$ cat src/rtl/program_loader_pkg.sv
// Shared types for the program loader: FSM state encoding, default HLT opcode
// and a small elaboration-time helper.
package program_loader_pkg;

    typedef enum logic [2:0] {
        ST_IDLE,
        ST_LOAD,
        ST_FILL,
        ST_RELEASE,
        ST_RUN,
        ST_DONE
    } state_t;

    localparam logic [7:0] HLT_OPCODE_DEF = 8'h0A;

    function automatic int max_int(input int a, input int b);
        return (a > b) ? a : b;
    endfunction

endpackage

$ cat src/rtl/program_loader_run_watchdog.sv
// run_watchdog: up-counter that is loaded with zero and flags terminal count.
// Ports: clk, clear (sync reset), load (restart at 0), inc (count up),
//        terminal (compare value), tc (count == terminal).
module run_watchdog #(
    parameter int W = 8
) (
    input  logic         clk,
    input  logic         clear,
    input  logic         load,
    input  logic         inc,
    input  logic [W-1:0] terminal,
    output logic         tc
);

    logic [W-1:0] count;

    always_ff @(posedge clk) begin
        if (clear) begin
            count <= '0;
        end else if (load) begin
            count <= '0;
        end else if (inc) begin
            count <= count + 1'b1;
        end
    end

    assign tc = (count == terminal);

endmodule

$ cat src/rtl/program_loader.sv
// program_loader: streams a program into CPU RAM from address 0, holds the CPU
// in clear while loading, releases it and watches for HLT or a run timeout.
// Ports: clk, clear (sync reset); start; in_valid/in_data/in_last/in_ready
//        stream; ram_we/ram_addr/ram_wdata RAM write; cpu_instr from CPU;
//        cpu_clear to CPU; busy, halted, timeout, overflow status.
// Build option: define ZERO_FILL_EN to zero the RAM above the last loaded byte.
module program_loader
    import program_loader_pkg::*;
#(
    parameter int                ADDR_W     = 4,
    parameter int                DATA_W     = 8,
    parameter logic [DATA_W-1:0] HLT_OPCODE = DATA_W'(HLT_OPCODE_DEF),
    parameter int                CLEAR_CYC  = 2,
    parameter int                MAX_RUN    = 150
) (
    input  logic              clk,
    input  logic              clear,
    input  logic              start,
    input  logic              in_valid,
    input  logic [DATA_W-1:0] in_data,
    input  logic              in_last,
    output logic              in_ready,
    output logic              ram_we,
    output logic [ADDR_W-1:0] ram_addr,
    output logic [DATA_W-1:0] ram_wdata,
    input  logic [DATA_W-1:0] cpu_instr,
    output logic              cpu_clear,
    output logic              busy,
    output logic              halted,
    output logic              timeout,
    output logic              overflow
);

    localparam int CNT_W = $clog2(max_int(MAX_RUN, CLEAR_CYC) + 1);
    localparam logic [ADDR_W:0]  TOP      = {1'b0, {ADDR_W{1'b1}}};
    localparam logic [CNT_W-1:0] REL_LAST = CNT_W'(CLEAR_CYC - 1);
    localparam logic [CNT_W-1:0] RUN_LAST = CNT_W'(MAX_RUN - 1);

    state_t            state, state_d;
    logic [ADDR_W:0]   addr_cnt;
    logic              wr_en;
    logic [DATA_W-1:0] wr_data;
    logic              cnt_clr, cnt_inc;
    logic              clr_flags, set_halt, set_to, set_ovf;
    logic              wd_load, wd_inc, wd_tc;
    logic [CNT_W-1:0]  wd_term;

    // One counter times both the clear hold and the run window.
    run_watchdog #(.W(CNT_W)) u_wd (
        .clk      (clk),
        .clear    (clear),
        .load     (wd_load),
        .inc      (wd_inc),
        .terminal (wd_term),
        .tc       (wd_tc)
    );

    always_ff @(posedge clk) begin
        if (clear) begin
            state     <= ST_IDLE;
            addr_cnt  <= '0;
            ram_we    <= 1'b0;
            ram_addr  <= '0;
            ram_wdata <= '0;
            halted    <= 1'b0;
            timeout   <= 1'b0;
            overflow  <= 1'b0;
        end else begin
            state  <= state_d;
            ram_we <= wr_en;
            if (wr_en) begin
                ram_addr  <= addr_cnt[ADDR_W-1:0];
                ram_wdata <= wr_data;
            end
            if (cnt_clr) begin
                addr_cnt <= '0;
            end else if (cnt_inc) begin
                addr_cnt <= addr_cnt + 1'b1;
            end
            if (clr_flags) begin
                halted   <= 1'b0;
                timeout  <= 1'b0;
                overflow <= 1'b0;
            end else begin
                if (set_halt) halted   <= 1'b1;
                if (set_to)   timeout  <= 1'b1;
                if (set_ovf)  overflow <= 1'b1;
            end
        end
    end

    always_comb begin
        state_d   = state;
        wr_en     = 1'b0;
        wr_data   = in_data;
        cnt_clr   = 1'b0;
        cnt_inc   = 1'b0;
        clr_flags = 1'b0;
        set_halt  = 1'b0;
        set_to    = 1'b0;
        set_ovf   = 1'b0;
        wd_load   = 1'b0;
        wd_inc    = 1'b0;
        wd_term   = RUN_LAST;
        unique case (state)
            ST_IDLE, ST_DONE: begin
                if (start) begin
                    state_d   = ST_LOAD;
                    cnt_clr   = 1'b1;
                    clr_flags = 1'b1;
                end
            end
            ST_LOAD: begin
                if (in_valid) begin
                    wr_en   = 1'b1;
                    cnt_inc = 1'b1;
                    if (in_last) begin
`ifdef ZERO_FILL_EN
                        if (addr_cnt != TOP) begin
                            state_d = ST_FILL;
                        end else begin
                            state_d = ST_RELEASE;
                            wd_load = 1'b1;
                        end
`else
                        state_d = ST_RELEASE;
                        wd_load = 1'b1;
`endif
                    end else if (addr_cnt == TOP) begin
                        // Last slot taken with more to come: keep CPU frozen.
                        set_ovf = 1'b1;
                        state_d = ST_DONE;
                    end
                end
            end
            ST_FILL: begin
`ifdef ZERO_FILL_EN
                wr_en   = 1'b1;
                wr_data = '0;
                cnt_inc = 1'b1;
                if (addr_cnt == TOP) begin
                    state_d = ST_RELEASE;
                    wd_load = 1'b1;
                end
`else
                state_d = ST_IDLE;
`endif
            end
            ST_RELEASE: begin
                wd_term = REL_LAST;
                if (wd_tc) begin
                    state_d = ST_RUN;
                    wd_load = 1'b1;
                end else begin
                    wd_inc = 1'b1;
                end
            end
            ST_RUN: begin
                // HLT takes priority over the final timeout cycle.
                if (cpu_instr == HLT_OPCODE) begin
                    set_halt = 1'b1;
                    state_d  = ST_DONE;
                end else if (wd_tc) begin
                    set_to  = 1'b1;
                    state_d = ST_DONE;
                end else begin
                    wd_inc = 1'b1;
                end
            end
            default: state_d = ST_IDLE;
        endcase
    end

    assign in_ready  = (state == ST_LOAD);
    assign cpu_clear = (state != ST_RUN);
    assign busy      = (state != ST_IDLE) && (state != ST_DONE);

endmodule
$ cat config.mk
export PLATFORM = sky130hd
export DESIGN_NAME = program_loader
export DESIGN_NICKNAME = d
export VERILOG_FILES = /design/src/rtl/program_loader_pkg.sv /design/src/rtl/program_loader_run_watchdog.sv /design/src/rtl/program_loader.sv
export SDC_FILE = /design/constraint.sdc
export NUM_CORES = 1
export LEC_CHECK = 0
export ABC_AREA = 1
export CORE_AREA = 10 10 73 75
export DETAILED_ROUTE_END_ITERATION = 16
export DIE_AREA = 0 0 83 85
export PLACE_DENSITY = 0.75
export SLEW_MARGIN = 20
export SYNTH_ARGS = -nofsm -noshare
export SYNTH_HDL_FRONTEND = slang
export SYNTH_SLANG_ARGS = --single-unit
$ cat constraint.sdc
create_clock -name clk -period 1.4 [get_ports clk]
set_input_delay 0.21 -clock clk [delete_from_list [all_inputs] [get_ports clk]]
set_output_delay 0.21 -clock clk [all_outputs]
set_load 0.005 [all_outputs]
==> impl_metrics.yaml, run 1 <==
run_status:
  outcome: "finished clean"
worst_setup_path:
  reg2reg_from: "addr_cnt[1]$_SDFFE_PP0P_"
  reg2reg_setup_slack_ns: 0.01
  timing.critical_path.cells: "ha_4 -> inv_2 -> nor3_4 -> ha_2 -> o21ai_2 -> a21oi_2 -> nand3_1 -> nand2_1 -> nor2_1"
  timing_worst_setup_path_type: "reg2reg"
  cp_data_arrival_time_ns: 1.57
  crit_slowest_cell: "sky130_fd_sc_hd__dfxtp_2"
  cp.buffers_inverters: 1
  largest_incremental_delay_on_the_critical_path_ns: 0.35
  start_kind: "flop"
  worst-path-max-fanout: 3
  crit_path_end_kind: "flop"
  cp-startpoint: "addr_cnt[1]$_SDFFE_PP0P_"
  timing.critical_path.max_delay_family: "adder cells"
  worst-endpoint-required_ns: 1.59
sta:
  post-route-period-util_pct: 99.09
  grt_setup_unrepaired: "true"
  achievable-frequency_mhz: 720.8
  timing_max_transition_violations_final: 0
  fin_worst_hold_slack_ns: 0.4817
  setup-violations-final: 0
  setup_tns_ns: 0
  slew_headroom_pct: 85.68
  final-hold-violation-count: 0
  clock_period_minus_worst_slack_ns: 1.387
  clock-skew-final_ns: 0.003103
  worst_pin_slew_ns: 0.2145
route:
  drcViolationCount: 0
  drt_first_iter_violations: 99
  first_pass_iters: 5
  antenna_violating_nets_remaining: 0
  vias: 1622
  finalWirelength_um: 4530
  route.detailed.wl_per_inst_um: 13.13
  routed_via_density: 4.701
power:
  power.leakage_nw: 1.084
  power_mw: 3.269
  vdd_drop_max_mv: 0.6397
  power_density_normalized_to_cell_area_nw_per_um2: 1316
clocking:
  tritoncts_clock_tree: "yes"
  insertion_delay_ns: 0.29
  tritoncts_buffers: 5
  clock_tree.buffer_depth: 2
  cts_htree_levels: 2
  worst_setup_hold_path_clk_slew_ns: 0.07
  cts_sinks: 32
  postCtsHoldBufs: 0
  clk_root_buffer_cell: "sky130_fd_sc_hd__clkbuf_8"
synth:
  yosys_warnings: 0
  ys_seq_elements: 32
  ys_seq_area_share_pct: 41.69
  yosys.cell_types.count: 25
  syn_area_sq_um: 1536
  postSynthCellCount: 222
  syn-mean-instance-area_sq_um: 6.921
  mappedNetlistNets: 247
global_route:
  grt_pass1_vias: 1512
  antenna_found_initial: 0
  grt_use_total_pct: 11.84
  grt_max_degree: 18
  wire_length_of_the_first_global_routing_pass_um: 6955
  grt_total_ovfl: 0
die:
  io_pins: 40
  chip_height_um: 85
  initial_utilization_pct: 39.26
  fp-row-count: 23
  coreArea_sq_um: 3914
  dieArea_sq_um: 7055
  floorplan.die.width_um: 83
flow_run:
  max-cap-violations: 0
cells_and_area:
  share_of_layout_cells_above_drive_strength_1_pct: 29.83
  most-common-layout-cells: "36 x sky130_fd_sc_hd__nand2_1, 36 x sky130_fd_sc_hd__nor2_1, 34 x sky130_fd_sc_hd__clkdlybuf4s50_1"
  final.fill_count: 333
  area_growth_syn_to_layout_pct: 61.73
  final_cell_count_no_fill: 345
  post_route_standard_cell_area_excluding_fillers_sq_um: 2485
  nNetsFinal: 319
  antenna-diode-count: 0
min_path:
  hold_path.class: "reg2reg"
  worstHoldStart: "halted$_SDFFE_PP0P_"
placed_design:
  place.port_buffers: 39
  post-place-cells: 330
  dpl_cell_area_sq_um: 2142
  dp.final_hpwl_um: 3055
  gp_congestion: 0.8227
==> state kept, by name (all words and copies together), names as in the netlist <==
| register | count |
|---|---|
| halted | 1 |
| u_wd.count | 8 |
| ram_addr | 4 |
| state | 3 |
| ram_wdata | 8 |
| ram_we | 1 |
| timeout | 1 |
| overflow | 1 |
| addr_cnt | 5 |
==> repair_timing <==
action | in CTS | in global routing
endpoints found under the setup margin | 8 | 34
endpoints found under the hold margin | 0 | 0
gates resized for setup | 24 | 46
gates cloned | 0 | 1
pin swaps | 12 | 17
setup buffers | 3 | 3
==> Yosys cell counts, drive strengths merged <==
library cell | number | area share, %
nand4 | 3 | 1.2
nand2 | 46 | 12
nor3 | 6 | 2.0
dfxtp | 32 | 42
clkbuf | 1 | 0.24
xor2 | 2 | 1.1
nand3 | 15 | 6.0
xnor2 | 2 | 1.1
inv | 30 | 7.3
nor2 | 42 | 11
ha | 4 | 3.3
nor3b | 1 | 0.49
buf | 4 | 1.9
a31oi | 2 | 0.81
or2 | 1 | 0.41
o21ai | 16 | 5.2
a21oi | 15 | 4.9
==> area by class of cell <==
class | count | area [sq um] | area share [%]
sequential | 32 | 654.4 | 26.33
timing repair buffer | 69 | 640.6 | 25.78
clock inverter | 3 | 18.77 | 0.7553
inverter | 30 | 117.6 | 4.733
multi-input combinational | 156 | 922.1 | 37.11
tap | 50 | 62.56 | 2.518
clock buffer | 5 | 68.82 | 2.769
==> kinds of logic after synthesis <==
logic type               synth area share, %
AO/OA/AOI/OAI                          10.91
XOR/XNOR                               2.281
buffers and inverters                  9.446
AND/OR/NAND/NOR                        32.41
flip-flops                             41.69
adder cells (fa/ha/maj)                3.257
==> worst reg2reg max path: stages (launching register included) <==
cell	delay, ns
sky130_fd_sc_hd__dfxtp_2	0.35
sky130_fd_sc_hd__ha_4	0.13
sky130_fd_sc_hd__inv_2	0.05
sky130_fd_sc_hd__nor3_4	0.13
sky130_fd_sc_hd__ha_2	0.23
sky130_fd_sc_hd__o21ai_2	0.06
sky130_fd_sc_hd__a21oi_2	0.16
sky130_fd_sc_hd__nand3_1	0.09
sky130_fd_sc_hd__nand2_1	0.06
sky130_fd_sc_hd__nor2_1	0.03
==> path summary, 6_finish.rpt <==
check	end	depth (start not counted)
worst max register to register	state[2]$_SDFFE_PP0P_	9
worst max-delay path	state[2]$_SDFFE_PP0P_	9
worst min register to register	halted$_SDFFE_PP0P_	2
worst min-delay path	halted$_SDFFE_PP0P_	2
==> power breakdown <==
group	internal [mW]	switching, mW
sequential	1.07	0.0950
combinational	0.677	0.721
clock	0.346	0.365
total	2.09	1.18
==> stage by stage <==
stage                     utilization (%)  setup slack, ns
after global placement              54.73          -0.2064
final                               63.49          0.01274
after floorplan                         -         0.006312
after detailed placement            54.73          -0.2319
after CTS                           58.95         -0.06392
after global routing                63.49          -0.1184
==> metal layers <==
| layer | vias up | track usage [%] | share of wire (%) | routed length (um) |
|---|---|---|---|---|
| met5 | - | 0 | 0 | 0 |
| met4 | 0 | 6.347 | 1.7 | 79 |
| met3 | 7 | 3.442 | 5.7 | 258 |
| met2 | 34 | 20.29 | 51 | 2291 |
| met1 | 732 | 12.92 | 42 | 1901 |
| li1 | 849 | - | - | - |
Power figures use the tool's default switching activity.
==> inputs of run 2 (changes only) <==
TNS_END_PERCENT = 20   (was unset)
==> impl_metrics.yaml, run 2 (same netlist as run 1, synthesis figures left out) <==
route:
  antenna_violating_nets_remaining: 0
  finalWirelength_um: 4235
  vias: 1600
  routed_via_density: 4.692
  route.detailed.wl_per_inst_um: 12.42
  first_pass_iters: 4
  drt_first_iter_violations: 117
  drcViolationCount: 0
die:
  dieArea_sq_um: 7055
  fp-row-count: 23
  initial_utilization_pct: 39.26
  coreArea_sq_um: 3914
  floorplan.die.width_um: 83
  chip_height_um: 85
  io_pins: 40
power:
  power.leakage_nw: 1.056
  vdd_drop_max_mv: 0.6229
  power_density_normalized_to_cell_area_nw_per_um2: 1291
global_route:
  grt_max_degree: 18
  antenna_found_initial: 0
  grt_pass1_vias: 1467
  grt_total_ovfl: 0
  grt_use_total_pct: 11.45
  wire_length_of_the_first_global_routing_pass_um: 6762
sta:
  setup-violations-final: 2
  final-hold-violation-count: 0
  slew_headroom_pct: 85.24
  clock-skew-final_ns: 0.005367
  worst_pin_slew_ns: 0.2191
  timing_max_transition_violations_final: 0
  achievable-frequency_mhz: 687.4
  layout_setup_ws_ns: -0.05480
  grt_setup_unrepaired: "true"
  post-route-period-util_pct: 103.9
  clock_period_minus_worst_slack_ns: 1.455
run_status:
  violations_in_the_final_reports: "setup timing"
  outcome: "finished, violations left"
clocking:
  clock_tree.buffer_depth: 2
  clk_root_buffer_cell: "sky130_fd_sc_hd__clkbuf_8"
  tritoncts_buffers: 5
  worst_setup_hold_path_clk_slew_ns: 0.07
  cts_sinks: 32
  insertion_delay_ns: 0.29
  tritoncts_clock_tree: "yes"
  postCtsHoldBufs: 0
  cts_htree_levels: 2
placed_design:
  dp.final_hpwl_um: 3055
  gp_congestion: 0.8227
  post-place-ws_ns: -0.2319
  place.port_buffers: 39
worst_setup_path:
  cp-startpoint: "addr_cnt[1]$_SDFFE_PP0P_"
  worst-endpoint-required_ns: 1.63
  crit_slowest_cell: "sky130_fd_sc_hd__dfxtp_2"
  start_kind: "flop"
  reg2reg_from: "addr_cnt[1]$_SDFFE_PP0P_"
  timing_worst_setup_path_type: "reg2reg"
  crit_path_end_kind: "flop"
  critical_path.reg2reg.endpoint: "addr_cnt[4]$_SDFFE_PP0P_"
  reg2reg_setup_slack_ns: -0.05
  largest_incremental_delay_on_the_critical_path_ns: 0.35
  worst-path-max-fanout: 2
  cp_data_arrival_time_ns: 1.68
  timing.critical_path.cells: "ha_4 -> inv_2 -> nor3_4 -> ha_2 -> or2_2 -> a21oi_2"
  ff2ff_path_depth: 6
flow_run:
  max-cap-violations: 0
cells_and_area:
  most-common-layout-cells: "41 x sky130_fd_sc_hd__nand2_1, 38 x sky130_fd_sc_hd__nor2_1, 34 x sky130_fd_sc_hd__clkdlybuf4s50_1"
  final.fill_count: 365
  area_growth_syn_to_layout_pct: 53.26
  nNetsFinal: 315
  share_of_layout_cells_above_drive_strength_1_pct: 23.02
  final_core_utilization_pct: 60.17
  largest_registers: "ram_wdata: 8 flops, u_wd.count: 8 flops, addr_cnt: 5 flops"
  most_common_cell_after_layout_fill_and_taps_aside: "sky130_fd_sc_hd__nand2_1"
  antenna-diode-count: 0
min_path:
  hold-path-cell-count: 2
  worstHoldStart: "halted$_SDFFE_PP0P_"
  hold_path.class: "reg2reg"
  min_to: "halted$_SDFFE_PP0P_"
run 2: how the worst max path moves through the flow:
stage,cells after the start,end,slack (ns)
2_1_floorplan,9,state[2]$_SDFFE_PP0P_,0.006
3_3_place_gp,10,u_wd.count[1]$_SDFFE_PP0P_,-0.21
3_5_place_dp,11,u_wd.count[0]$_SDFFE_PP0P_,-0.23
4_1_cts,9,state[2]$_SDFFE_PP0P_,-0.05
5_1_grt,9,state[2]$_SDFFE_PP0P_,-0.16
6_report,6,addr_cnt[4]$_SDFFE_PP0P_,-0.05
run 2: power by group:
group	total, mW	switching (mW)	internal (mW)
combinational	1.17	0.611	0.561
clock	0.720	0.374	0.346
sequential	1.15	0.0930	1.06
run 2: timing repair:
action                                 4_1_cts  5_1_grt
setup endpoints to repair                    8       30
pin swaps                                    1        9
setup buffers                                1        2
endpoints found under the hold margin        0        0
resized for setup                           13       29
run 2: through the flow:
stage                     total power, mW  instances  cell area, sq um  hold WS [ns]  TNS (ns)
after floorplan                     1.722        222              1541        0.2791         0
after global placement              2.225        330              2142        0.4510    -1.348
after detailed placement            2.241        330              2142        0.4618    -1.890
after CTS                           2.988        339              2263        0.4767  -0.07683
after global routing                3.242        341              2355        0.5086   -0.9110
final                               3.041        341              2355        0.4791  -0.09761
run 2: metal layers:
layer | track usage, % | routed length (um) | up-vias
li1 | - | - | 838
met4 | 6.347 | 85 | 0
met1 | 13.03 | 1869 | 718
met3 | 3.442 | 232 | 8
met2 | 18.75 | 2047 | 36
met5 | 0 | 0 | -
run 2: layout make-up:
class | instances | area [sq um] | share of cell area (%)
Inverter | 30 | 112.6 | 4.782
Multi-Input combinational cell | 155 | 842.1 | 35.76
Clock inverter | 3 | 18.77 | 0.7970
Clock buffer | 5 | 68.82 | 2.922
Tap cell | 50 | 62.56 | 2.657
Sequential cell | 32 | 649.4 | 27.58
Timing Repair Buffer | 66 | 600.6 | 25.50
run 2: worst max-delay path, delay by kind of cell, from the launching register on:
family,cells,cell delay (ns)
and+or+nand+nor,2,0.47
DFF,1,0.35
adders and majority gates,2,0.41
AOI/OAI and AO/OA,1,0.11
buffers and inverters,1,0.04
==> inputs of run 3 (changes only) <==
SKIP_LAST_GASP = 1   (was unset)
==> impl_metrics.yaml, run 3 (same netlist as run 1, synthesis figures left out) <==
power:
  netSwitchingPower_mw: 1.052
  power_density_normalized_to_cell_area_nw_per_um2: 1300
  vdd_drop_max_mv: 0.6513
  switching_share_pct: 34.60
  seq_power_share_pct: 37.4
  comb_power_share_pct: 39.2
  power.leakage_nw: 1.018
  clock_power_share_pct: 23.4
  power_report.internal_total_mw: 1.988
cells_and_area:
  most_common_cell_after_layout_fill_and_taps_aside: "sky130_fd_sc_hd__nand2_1"
  antenna-diode-count: 0
  largest_registers: "ram_wdata: 8 flops, u_wd.count: 8 flops, addr_cnt: 5 flops"
  final_core_utilization_pct: 59.75
  share_of_layout_cells_above_drive_strength_1_pct: 20.82
  final.fill_count: 364
  post_route_standard_cell_area_excluding_fillers_sq_um: 2338
  nNetsFinal: 317
  most-common-layout-cells: "42 x sky130_fd_sc_hd__nand2_1, 40 x sky130_fd_sc_hd__nor2_1, 36 x sky130_fd_sc_hd__clkdlybuf4s50_1"
  area_growth_syn_to_layout_pct: 52.20
route:
  antenna_violating_nets_remaining: 0
  first_pass_iters: 4
  routed_via_density: 4.638
  vias: 1591
  route.detailed.wl_per_inst_um: 12.16
  drt_first_iter_violations: 80
  drcViolationCount: 0
  finalWirelength_um: 4170
clocking:
  tritoncts_buffers: 5
  insertion_delay_ns: 0.29
  clk_root_buffer_cell: "sky130_fd_sc_hd__clkbuf_8"
  cts_sinks: 32
  clock_tree.buffer_depth: 2
  tritoncts_clock_tree: "yes"
  cts_htree_levels: 2
  worst_setup_hold_path_clk_slew_ns: 0.07
  postCtsHoldBufs: 0
worst_setup_path:
  crit_path_end_kind: "flop"
  timing_worst_setup_path_type: "reg2reg"
  reg2reg_from: "addr_cnt[1]$_SDFFE_PP0P_"
  ff2ff_path_depth: 9
  reg2reg_setup_slack_ns: -0.11
  start_kind: "flop"
  cp_data_arrival_time_ns: 1.69
  worst-path-max-fanout: 3
  critical_path.reg2reg.endpoint: "state[2]$_SDFFE_PP0P_"
  worst-endpoint-required_ns: 1.59
placed_design:
  gp_congestion: 0.8227
  dpl_cell_area_sq_um: 2142
  dp.final_hpwl_um: 3055
  place.port_buffers: 39
sta:
  worst_pin_slew_ns: 0.2207
  post-route-period-util_pct: 107.6
  setup-violations-final: 6
  slew_headroom_pct: 85.26
  clock_period_minus_worst_slack_ns: 1.506
  timing_max_transition_violations_final: 0
  setup_tns_ns: -0.2994
  achievable-frequency_mhz: 663.8
  layout_setup_ws_ns: -0.1065
  clock-skew-final_ns: 0.003726
  grt_setup_unrepaired: "true"
  final-hold-violation-count: 0
die:
  io_pins: 40
  floorplan.die.width_um: 83
  fp-row-count: 23
  chip_height_um: 85
  initial_utilization_pct: 39.26
  dieArea_sq_um: 7055
  coreArea_sq_um: 3914
min_path:
  worstHoldStart: "addr_cnt[4]$_SDFFE_PP0P_"
  hold_path.class: "reg2reg"
  min_to: "addr_cnt[4]$_SDFFE_PP0P_"
  hold-path-cell-count: 2
run_status:
  violations_in_the_final_reports: "setup timing"
  outcome: "finished, violations left"
global_route:
  grt_max_degree: 18
  wire_length_of_the_first_global_routing_pass_um: 6762
  grt_pass1_vias: 1467
  grt_total_ovfl: 0
  antenna_found_initial: 0
  grt_use_total_pct: 11.45
flow_run:
  max-cap-violations: 0
==> run 3: cell types whose count changed in the layout (fill, tap and decap cells not counted), sizes merged <==
cell	before	now
buf	27	29
clkbuf	6	5
dlymetal6s2s	2	1
clkdlybuf4s15	2	0
clkdlybuf4s50	34	36
dlygate4sd2	0	2
==> run 3: layout make-up <==
type / instances / area [sq um] / area share (%)
Multi-Input combinational cell: 155 / 818.3 / 34.99
Sequential cell: 32 / 649.4 / 27.77
Timing Repair Buffer: 68 / 608.1 / 26.00
Inverter: 30 / 112.6 / 4.815
Clock buffer: 5 / 68.82 / 2.943
Tap cell: 50 / 62.56 / 2.675
Clock inverter: 3 / 18.77 / 0.8026
==> run 3: metal layers <==
| metal | global-route usage (%) | vias up | share of wire, % |
|---|---|---|---|
| li1 | - | 841 | - |
| met1 | 13.03 | 704 | 45 |
| met2 | 18.75 | 39 | 47 |
| met3 | 3.442 | 7 | 5.7 |
| met4 | 6.347 | 0 | 1.9 |
| met5 | 0 | - | 0 |
==> run 3: worst max-delay path by stage <==
stage / slack (ns) / cells past startpoint / endpoint / start
2_1_floorplan: 0.006 / 9 / state[2]$_SDFFE_PP0P_ / addr_cnt[0]$_SDFFE_PP0P_
3_3_place_gp: -0.21 / 10 / u_wd.count[1]$_SDFFE_PP0P_ / cpu_instr[1]
3_5_place_dp: -0.23 / 11 / u_wd.count[0]$_SDFFE_PP0P_ / cpu_instr[5]
4_1_cts: -0.20 / 5 / cpu_clear / state[0]$_SDFFE_PP0P_
5_1_grt: -0.22 / 9 / state[2]$_SDFFE_PP0P_ / addr_cnt[1]$_SDFFE_PP0P_
6_report: -0.11 / 9 / state[2]$_SDFFE_PP0P_ / addr_cnt[1]$_SDFFE_PP0P_
==> run 3: what timing repair did <==
item	4_1_cts	5_1_grt
pin swaps	1	7
setup buffers	1	4
hold endpoints to repair	0	0
resized for setup	9	15
setup endpoints to repair	8	29
==> run 3: critical path, cell delays in order (launching register included) <==
cell and delay [ns]:
sky130_fd_sc_hd__dfxtp_2 0.35, sky130_fd_sc_hd__ha_4 0.13, sky130_fd_sc_hd__inv_2 0.04, sky130_fd_sc_hd__nor3_2 0.20, sky130_fd_sc_hd__ha_2 0.23, sky130_fd_sc_hd__o21ai_2 0.06
sky130_fd_sc_hd__a21oi_2 0.20, sky130_fd_sc_hd__nand3_1 0.10, sky130_fd_sc_hd__nand2_1 0.06, sky130_fd_sc_hd__nor2_1 0.03
==> run 3: stage by stage <==
stage / cells / power [mW] / setup WS, ns / hold slack, ns
CTS: 339 / 2.986 / -0.1956 / 0.4767
finish: 343 / 3.039 / -0.1065 / 0.4786
floorplan: 222 / 1.722 / 0.006312 / 0.2791
detailed placement: 330 / 2.241 / -0.2319 / 0.4618
global route: 343 / 3.243 / -0.2219 / 0.4970
global placement: 330 / 2.225 / -0.2064 / 0.4510
==> run 3: power groups by stage <==
stage	combinational, mW	sequential (mW)	clock [mW]
after floorplan	0.565	1.16	0
after global placement	1.08	1.14	0
after detailed placement	1.09	1.15	0
after CTS	1.12	1.14	0.727
after global routing	1.33	1.15	0.758
final	1.19	1.14	0.712
